### src/rtl/pipe_pkg.sv
// Shared types for the pipeline hazard/stall controller: FSM states,
// register-index width, and the bundled set of stage control enables.
package pipe_pkg;

  localparam int REG_IDX_W = 5;

  typedef logic [REG_IDX_W-1:0] reg_idx_t;

  localparam reg_idx_t XZR_IDX = 5'd31;

  typedef enum logic {
    RUN      = 1'b0,
    MEM_WAIT = 1'b1
  } state_e;

  typedef struct packed {
    logic pc_write;
    logic ifid_write;
    logic idex_write;
    logic exmem_write;
    logic ifid_flush;
    logic idex_flush;
    logic exmem_flush;
    logic memwb_bubble;
    logic pc_src_branch;
  } ctrl_t;

  localparam ctrl_t CTRL_DEFAULT = '{pc_write: 1'b1, ifid_write: 1'b1, idex_write: 1'b1,
                                     exmem_write: 1'b1, ifid_flush: 1'b0, idex_flush: 1'b0,
                                     exmem_flush: 1'b0, memwb_bubble: 1'b0, pc_src_branch: 1'b0};

  // Whole front end frozen; MEM/WB receives a bubble while the access is outstanding.
  localparam ctrl_t CTRL_FREEZE = '{pc_write: 1'b0, ifid_write: 1'b0, idex_write: 1'b0,
                                    exmem_write: 1'b0, ifid_flush: 1'b0, idex_flush: 1'b0,
                                    exmem_flush: 1'b0, memwb_bubble: 1'b1, pc_src_branch: 1'b0};

  localparam ctrl_t CTRL_RESET = '{pc_write: 1'b0, ifid_write: 1'b1, idex_write: 1'b1,
                                   exmem_write: 1'b1, ifid_flush: 1'b1, idex_flush: 1'b1,
                                   exmem_flush: 1'b1, memwb_bubble: 1'b1, pc_src_branch: 1'b0};

endpackage

### src/rtl/pipeline_ctrl_if.sv
// Hazard-controller bus: pipeline status into the controller, stage
// enables/flushes and statistics back out.
interface pipeline_ctrl_if
  import pipe_pkg::*;
#(
    parameter int CNT_W = 32
) ();

    reg_idx_t         id_rs1;
    reg_idx_t         id_rs2;
    logic             id_uses_rs2;
    logic             ex_mem_read;
    reg_idx_t         ex_rd;
    logic             mem_branch_taken;
    logic             dmem_req;
    logic             dmem_ready;

    logic             pc_write;
    logic             ifid_write;
    logic             idex_write;
    logic             exmem_write;
    logic             ifid_flush;
    logic             idex_flush;
    logic             exmem_flush;
    logic             memwb_bubble;
    logic             pc_src_branch;
    logic             mem_timeout;
    logic [CNT_W-1:0] stall_cycles;
    logic [15:0]      flush_count;

    modport master (
        output id_rs1, id_rs2, id_uses_rs2, ex_mem_read, ex_rd,
               mem_branch_taken, dmem_req, dmem_ready,
        input  pc_write, ifid_write, idex_write, exmem_write,
               ifid_flush, idex_flush, exmem_flush, memwb_bubble,
               pc_src_branch, mem_timeout, stall_cycles, flush_count
    );

    modport slave (
        input  id_rs1, id_rs2, id_uses_rs2, ex_mem_read, ex_rd,
               mem_branch_taken, dmem_req, dmem_ready,
        output pc_write, ifid_write, idex_write, exmem_write,
               ifid_flush, idex_flush, exmem_flush, memwb_bubble,
               pc_src_branch, mem_timeout, stall_cycles, flush_count
    );

endinterface

### src/rtl/pipeline_ctrl_hazard_detect.sv
// Load-use hazard comparator: a load in EX whose destination feeds the
// instruction in ID. The zero register never creates a dependency.
module hazard_detect
  import pipe_pkg::*;
(
    input  logic     ex_mem_read_i,
    input  reg_idx_t ex_rd_i,
    input  reg_idx_t id_rs1_i,
    input  reg_idx_t id_rs2_i,
    input  logic     id_uses_rs2_i,
    output logic     hazard_o
);

    logic rs1_match;
    logic rs2_match;

    assign rs1_match = (ex_rd_i == id_rs1_i);
    assign rs2_match = id_uses_rs2_i && (ex_rd_i == id_rs2_i);
    assign hazard_o  = ex_mem_read_i && (ex_rd_i != XZR_IDX) && (rs1_match || rs2_match);

endmodule

### src/rtl/pipeline_ctrl.sv
// Pipeline stall/flush controller: branch flushes, data-memory wait freeze
// with timeout abort, load-use stalls, and saturating event counters.
module pipeline_ctrl
  import pipe_pkg::*;
#(
    parameter int MEM_TIMEOUT = 255,
    parameter int CNT_W       = 32
) (
    input  logic             clock,
    input  logic             reset,
    pipeline_ctrl_if.slave   ctrl_bus
);

    localparam int WAIT_W = $clog2(MEM_TIMEOUT + 2);
    localparam logic [WAIT_W-1:0] WAIT_LIMIT = WAIT_W'(MEM_TIMEOUT);

    state_e            state_q, state_d;
    logic [WAIT_W-1:0] wait_q, wait_d;
    logic [CNT_W-1:0]  stall_q;
    logic [15:0]       flush_q;
    logic              timeout_q;

    logic  load_use;
    logic  stall_inc;
    logic  flush_inc;
    logic  timeout_set;
    ctrl_t ctrl;

    function automatic logic [CNT_W-1:0] sat_inc_stall(input logic [CNT_W-1:0] v);
        return (v == '1) ? v : v + CNT_W'(1);
    endfunction

    function automatic logic [15:0] sat_inc_flush(input logic [15:0] v);
        return (v == '1) ? v : v + 16'd1;
    endfunction

    hazard_detect u_hazard (
        .ex_mem_read_i (ctrl_bus.ex_mem_read),
        .ex_rd_i       (ctrl_bus.ex_rd),
        .id_rs1_i      (ctrl_bus.id_rs1),
        .id_rs2_i      (ctrl_bus.id_rs2),
        .id_uses_rs2_i (ctrl_bus.id_uses_rs2),
        .hazard_o      (load_use)
    );

    always_comb begin
        ctrl        = CTRL_DEFAULT;
        state_d     = state_q;
        wait_d      = wait_q;
        stall_inc   = 1'b0;
        flush_inc   = 1'b0;
        timeout_set = 1'b0;
        if (reset) begin
            ctrl = CTRL_RESET;
        end else begin
            case (state_q)
                RUN: begin
                    if (ctrl_bus.mem_branch_taken) begin
                        ctrl.pc_src_branch = 1'b1;
                        ctrl.ifid_flush    = 1'b1;
                        ctrl.idex_flush    = 1'b1;
                        ctrl.exmem_flush   = 1'b1;
                        flush_inc          = 1'b1;
                    end else if (ctrl_bus.dmem_req && !ctrl_bus.dmem_ready) begin
                        ctrl      = CTRL_FREEZE;
                        state_d   = MEM_WAIT;
                        wait_d    = '0;
                        stall_inc = 1'b1;
                    end else if (load_use) begin
                        ctrl.pc_write   = 1'b0;
                        ctrl.ifid_write = 1'b0;
                        ctrl.idex_flush = 1'b1;
                        stall_inc       = 1'b1;
                    end
                end
                MEM_WAIT: begin
                    // Hazards and branches are not looked at here: the frozen stages hold them.
                    if (ctrl_bus.dmem_ready) begin
                        state_d = RUN;
                        wait_d  = '0;
                    end else if (wait_q == WAIT_LIMIT) begin
                        ctrl.exmem_flush = 1'b1;
                        timeout_set      = 1'b1;
                        state_d          = RUN;
                        wait_d           = '0;
                    end else begin
                        ctrl      = CTRL_FREEZE;
                        wait_d    = wait_q + WAIT_W'(1);
                        stall_inc = 1'b1;
                    end
                end
                default: state_d = RUN;
            endcase
        end
    end

    always_ff @(posedge clock) begin
        if (reset) begin
            state_q   <= RUN;
            wait_q    <= '0;
            stall_q   <= '0;
            flush_q   <= '0;
            timeout_q <= 1'b0;
        end else begin
            state_q   <= state_d;
            wait_q    <= wait_d;
            timeout_q <= timeout_q | timeout_set;
            if (stall_inc) stall_q <= sat_inc_stall(stall_q);
            if (flush_inc) flush_q <= sat_inc_flush(flush_q);
        end
    end

    assign ctrl_bus.pc_write      = ctrl.pc_write;
    assign ctrl_bus.ifid_write    = ctrl.ifid_write;
    assign ctrl_bus.idex_write    = ctrl.idex_write;
    assign ctrl_bus.exmem_write   = ctrl.exmem_write;
    assign ctrl_bus.ifid_flush    = ctrl.ifid_flush;
    assign ctrl_bus.idex_flush    = ctrl.idex_flush;
    assign ctrl_bus.exmem_flush   = ctrl.exmem_flush;
    assign ctrl_bus.memwb_bubble  = ctrl.memwb_bubble;
    assign ctrl_bus.pc_src_branch = ctrl.pc_src_branch;
    assign ctrl_bus.mem_timeout   = timeout_q;
    assign ctrl_bus.stall_cycles  = stall_q;
    assign ctrl_bus.flush_count   = flush_q;

endmodule

### src/flat_wrapper.sv
// flat-port wrapper written by rule: the top's interface ports become plain ports
module pipeline_ctrl_flat import pipe_pkg::*;
#(
    parameter int MEM_TIMEOUT = 255,
    parameter int CNT_W       = 32
)
  (clock, reset, ctrl_bus_id_rs1, ctrl_bus_id_rs2, ctrl_bus_id_uses_rs2, ctrl_bus_ex_mem_read, ctrl_bus_ex_rd, ctrl_bus_mem_branch_taken, ctrl_bus_dmem_req, ctrl_bus_dmem_ready, ctrl_bus_pc_write, ctrl_bus_ifid_write, ctrl_bus_idex_write, ctrl_bus_exmem_write, ctrl_bus_ifid_flush, ctrl_bus_idex_flush, ctrl_bus_exmem_flush, ctrl_bus_memwb_bubble, ctrl_bus_pc_src_branch, ctrl_bus_mem_timeout, ctrl_bus_stall_cycles, ctrl_bus_flush_count);
  pipeline_ctrl_if #(.CNT_W(CNT_W)) ctrl_bus_i ();
  input  logic clock;
  input  logic reset;
  input wire logic [$bits(ctrl_bus_i.id_rs1)-1:0] ctrl_bus_id_rs1;
  input wire logic [$bits(ctrl_bus_i.id_rs2)-1:0] ctrl_bus_id_rs2;
  input wire logic [$bits(ctrl_bus_i.id_uses_rs2)-1:0] ctrl_bus_id_uses_rs2;
  input wire logic [$bits(ctrl_bus_i.ex_mem_read)-1:0] ctrl_bus_ex_mem_read;
  input wire logic [$bits(ctrl_bus_i.ex_rd)-1:0] ctrl_bus_ex_rd;
  input wire logic [$bits(ctrl_bus_i.mem_branch_taken)-1:0] ctrl_bus_mem_branch_taken;
  input wire logic [$bits(ctrl_bus_i.dmem_req)-1:0] ctrl_bus_dmem_req;
  input wire logic [$bits(ctrl_bus_i.dmem_ready)-1:0] ctrl_bus_dmem_ready;
  output wire logic [$bits(ctrl_bus_i.pc_write)-1:0] ctrl_bus_pc_write;
  output wire logic [$bits(ctrl_bus_i.ifid_write)-1:0] ctrl_bus_ifid_write;
  output wire logic [$bits(ctrl_bus_i.idex_write)-1:0] ctrl_bus_idex_write;
  output wire logic [$bits(ctrl_bus_i.exmem_write)-1:0] ctrl_bus_exmem_write;
  output wire logic [$bits(ctrl_bus_i.ifid_flush)-1:0] ctrl_bus_ifid_flush;
  output wire logic [$bits(ctrl_bus_i.idex_flush)-1:0] ctrl_bus_idex_flush;
  output wire logic [$bits(ctrl_bus_i.exmem_flush)-1:0] ctrl_bus_exmem_flush;
  output wire logic [$bits(ctrl_bus_i.memwb_bubble)-1:0] ctrl_bus_memwb_bubble;
  output wire logic [$bits(ctrl_bus_i.pc_src_branch)-1:0] ctrl_bus_pc_src_branch;
  output wire logic [$bits(ctrl_bus_i.mem_timeout)-1:0] ctrl_bus_mem_timeout;
  output wire logic [$bits(ctrl_bus_i.stall_cycles)-1:0] ctrl_bus_stall_cycles;
  output wire logic [$bits(ctrl_bus_i.flush_count)-1:0] ctrl_bus_flush_count;
  assign ctrl_bus_i.id_rs1 = ctrl_bus_id_rs1;
  assign ctrl_bus_i.id_rs2 = ctrl_bus_id_rs2;
  assign ctrl_bus_i.id_uses_rs2 = ctrl_bus_id_uses_rs2;
  assign ctrl_bus_i.ex_mem_read = ctrl_bus_ex_mem_read;
  assign ctrl_bus_i.ex_rd = ctrl_bus_ex_rd;
  assign ctrl_bus_i.mem_branch_taken = ctrl_bus_mem_branch_taken;
  assign ctrl_bus_i.dmem_req = ctrl_bus_dmem_req;
  assign ctrl_bus_i.dmem_ready = ctrl_bus_dmem_ready;
  assign ctrl_bus_pc_write = ctrl_bus_i.pc_write;
  assign ctrl_bus_ifid_write = ctrl_bus_i.ifid_write;
  assign ctrl_bus_idex_write = ctrl_bus_i.idex_write;
  assign ctrl_bus_exmem_write = ctrl_bus_i.exmem_write;
  assign ctrl_bus_ifid_flush = ctrl_bus_i.ifid_flush;
  assign ctrl_bus_idex_flush = ctrl_bus_i.idex_flush;
  assign ctrl_bus_exmem_flush = ctrl_bus_i.exmem_flush;
  assign ctrl_bus_memwb_bubble = ctrl_bus_i.memwb_bubble;
  assign ctrl_bus_pc_src_branch = ctrl_bus_i.pc_src_branch;
  assign ctrl_bus_mem_timeout = ctrl_bus_i.mem_timeout;
  assign ctrl_bus_stall_cycles = ctrl_bus_i.stall_cycles;
  assign ctrl_bus_flush_count = ctrl_bus_i.flush_count;
  pipeline_ctrl #(.MEM_TIMEOUT(MEM_TIMEOUT), .CNT_W(CNT_W)) u_core (.clock(clock), .reset(reset), .ctrl_bus(ctrl_bus_i));
endmodule
### config.mk
export PLATFORM = sky130hd
export DESIGN_NAME = pipeline_ctrl_flat
export DESIGN_NICKNAME = d
export VERILOG_FILES = /design/src/rtl/pipe_pkg.sv /design/src/rtl/pipeline_ctrl_if.sv /design/src/rtl/pipeline_ctrl_hazard_detect.sv /design/src/rtl/pipeline_ctrl.sv /design/src/flat_wrapper.sv
export SDC_FILE = /design/constraint.sdc
export NUM_CORES = 1
export LEC_CHECK = 0
export CORE_ASPECT_RATIO = 0.9
export CORE_MARGIN = 2
export CORE_UTILIZATION = 30
export CTS_BUF_LIST = sky130_fd_sc_hd__clkbuf_8
export CTS_CLUSTER_DIAMETER = 40
export CTS_CLUSTER_SIZE = 25
export DETAILED_ROUTE_END_ITERATION = 10
export PLACE_DENSITY = 0.59
export SLEW_MARGIN = 10
export SYNTH_ARGS = -nofsm -noshare
export SYNTH_HDL_FRONTEND = slang
export SYNTH_HIERARCHICAL = 1
export SYNTH_SLANG_ARGS = --single-unit
### constraint.sdc
create_clock -name clock -period 2.6 [get_ports clock]
set_input_delay 0.52 -clock clock [delete_from_list [all_inputs] [get_ports clock]]
set_output_delay 0.52 -clock clock [all_outputs]
set_load 0.01 [all_outputs]
==> out/qor.yml <==
synth_edf_count: 0
cts_tree: "built"
yosysTopAreaCell: "dfxtp_1"
clk_pin_slew_ns: 0.07
drive_gt1_frac: 0.159
combPwrFrac: 0.097
antenna_found_initial: 0
endpoint_kind: "output pin"
synth_nets: 404
power_frac_seq: 0.478
start_util: 0.308
max_cap_violations: 0
yosysTopAreaCellShare: 0.375
core_um2: 10200
hold_path_startpoint: "u_core/wait_q[8]"
slew_viol_final: 0
hold_viol: 0
clock-sinks: 59
rr_startpoint: "u_core/ctrl_bus.stall_cycles[0]"
grt_usage: 0.145
final_nets: 505
dpl.hpwl_um: 5820
die_x_um: 112
slew_headroom: 0.625
cp.required_ns: 2.08
whs_ns: 0.435
fin_crit_sh: 0.955
cts_buffer_depth: 2
startpoint: "ctrl_bus_ex_rd[0]"
dp_cells: 594
run_status: "complete, no violations"
first_global_vias: 3059
fmax_ghz: 0.403
viasPerCell: 5.13
rsz0062_at_grt: "no"
pin_count: 80
setup_ws_ns: 0.117
clock_skew_ns: 0.0138
cts-buffers-inserted: 9
p_int_uw: 1470
dr_total_vias: 3148
synth_cells: 379
hold-path-cell-count: 2
gr-total-overflow: 0
rows: 35
place_ws_ns: -0.518
netlist_top_cells_area: "dfxtp_1 (37%), a21oi_1 (4.9%), xnor2_1 (4.4%)"
io_buffers: 79
dieArea_um2: 11300
r2r_cells: 8
final_area_um2: 4490
antenna_left: 0
grt_max_degree: 35
cts_hold_buffers: 0
drtIter0Drc: 123
dpl-instance-area_um2: 4180
synthDistinctLibCells: 49
wl_per_cell_um: 13.7
min_path_type: "reg -> reg"
period_minus_slack_ns: 2.48
fp.dieH_um: 101
synth-async-reset-ratio: 0
grt_pass1_wl_um: 13800
syn_to_final_growth_pct: 42.3
ys_ff_latch: 59
worstSetupPathType: "in -> out"
synth_warnings: 6
p_per_area_nw_per_um2: 429
synth-seq-area-share: 0.375
avgSynthCellArea_um2: 8.32
antennaDiodeCount: 0
crit_fanout: 3
wirelength_um: 8400
pwr-share-clk: 0.426
gp_congestion: 0.829
cts_root_buf: "clkbuf_8"
setup_viol: 0
drc_errors: 0
syn-cell-area_um2: 3150
finalPower_uw: 1920
switching_power_uw: 455
h-tree-depth: 3
clk_latency_ns: 0.33
p_leak_uw: 0.00155
fin_cells: 614
worst_pin_slew_ns: 0.557
ir_worst_vdd_v: 0.000222
cp.arrival_ns: 1.96
worst_setup_path_start_kind: "primary input"
synth_flop_cell: "dfxtp_1"
p_sw_frac: 0.237
first_pass_iters: 4
[cells in the mapped netlist (2+ instances only)]
| library cell | n |
|---|---|
| mux2i_1 | 4 |
| or2_2 | 3 |
| nand4_1 | 13 |
| o21ai_0 | 10 |
| dfxtp_1 | 59 |
| o31ai_1 | 7 |
| o21ai_1 | 15 |
| or3_1 | 18 |
| and2_1 | 6 |
| xor2_1 | 14 |
| and4_1 | 9 |
| a211oi_1 | 2 |
| nand3_1 | 19 |
| o211ai_1 | 4 |
| xnor2_1 | 16 |
| inv_1 | 8 |
| a21oi_1 | 31 |
| nor3b_1 | 3 |
| nor3_1 | 8 |
| mux2_2 | 2 |
| nor2_1 | 32 |
| buf_6 | 4 |
| o2111ai_1 | 2 |
| or4_1 | 7 |
| clkbuf_1 | 11 |
| o21a_1 | 3 |
| ha_1 | 3 |
| and3_1 | 5 |
| nor4_1 | 5 |
| a21oi_2 | 4 |
| nand2_1 | 30 |
| nor2b_1 | 5 |
[timing repair]
action / 4_1_cts / 5_1_grt
cloned: 0 / 2
gates resized for setup: 31 / 22
setup endpoints to repair: 23 / 37
pin swaps: 6 / 9
buffers inserted: 2 / 1
[final cells by class]
type	count	area, um^2
Sequential cell	59	1180
Clock buffer	10	138
Inverter	8	30.0
Multi-Input combinational cell	294	1880
Fill cell	1041	5760
Timing Repair Buffer	108	1040
Tap cell	129	161
Clock inverter	6	56.3
[state kept, by name (all words and copies together) (netlist names)]
signal	count
u_core/ctrl_bus.mem_timeout	1
u_core/ctrl_bus.stall_cycles	32
u_core/wait_q	9
u_core/ctrl_bus.flush_count	16
u_core/state_q	1
[logic make-up after synthesis]
| family | share of synthesized area |
|---|---|
| compound gates | 0.169 |
| mux | 0.0198 |
| flops | 0.375 |
| xor+xnor | 0.0833 |
| simple gates | 0.294 |
| fa+ha+maj | 0.0119 |
| buf+inv | 0.0472 |
[through the flow]
stage	TNS, ns	util
after global routing	0	0.438
after CTS	-0.00118	0.429
after global placement	-9.87	0.408
after detailed placement	-12.51	0.408
after floorplan	0	-
final	0	0.438
[layer usage]
metal  global-route usage  share of wire  wire length, um
met5                    0              0                0
met4               0.0441          0.012              103
met3               0.0395          0.047              398
met2                0.259           0.49             4140
met1                0.174           0.45             3760
[final timing paths]
path         slack (ns)                         endpoint
min reg2reg        0.43                 u_core/wait_q[8]
max                0.12              ctrl_bus_ifid_write
max reg2reg        0.18  u_core/ctrl_bus.stall_cycles[1]
min                0.43                 u_core/wait_q[8]
[power by group through the flow]
| stage | sequential (uW) | combinational, uW | clock [uW] |
|---|---|---|---|
| 2_1_floorplan | 939 | 85.8 | 0 |
| 3_3_place_gp | 938 | 174 | 0 |
| 3_5_place_dp | 939 | 176 | 0 |
| 4_1_cts | 919 | 175 | 859 |
| 5_1_grt | 919 | 203 | 895 |
| 6_report | 919 | 186 | 819 |
[layout by cell type, fill, tap and decap left out, types with 7 or more instances in the layout]
master           instances
xor2_1                  14
nor2_1                  32
a21oi_2                  9
buf_4                   26
xnor2_1                 16
a21oi_1                 26
nand2_1                 30
clkbuf_8                10
o21ai_1                 16
o21ai_0                  9
inv_1                    9
o31ai_1                  7
nor3_1                   7
and4_1                   8
nand4_1                 13
or3_1                   18
dfxtp_1                 58
dlymetal6s2s_1           9
nand3_1                 19
clkdlybuf4s50_1         57
[critical path, stage by stage]
cell             delay, ns
clkdlybuf4s15_1       0.22
xor2_1                0.19
nor4_2                0.24
nand3_1               0.13
a21oi_2               0.18
o21a_1                0.16
or2_4                 0.12
nand2_1               0.04
buf_2                 0.14
No activity file was read; power rests on OpenSTA's default activity.
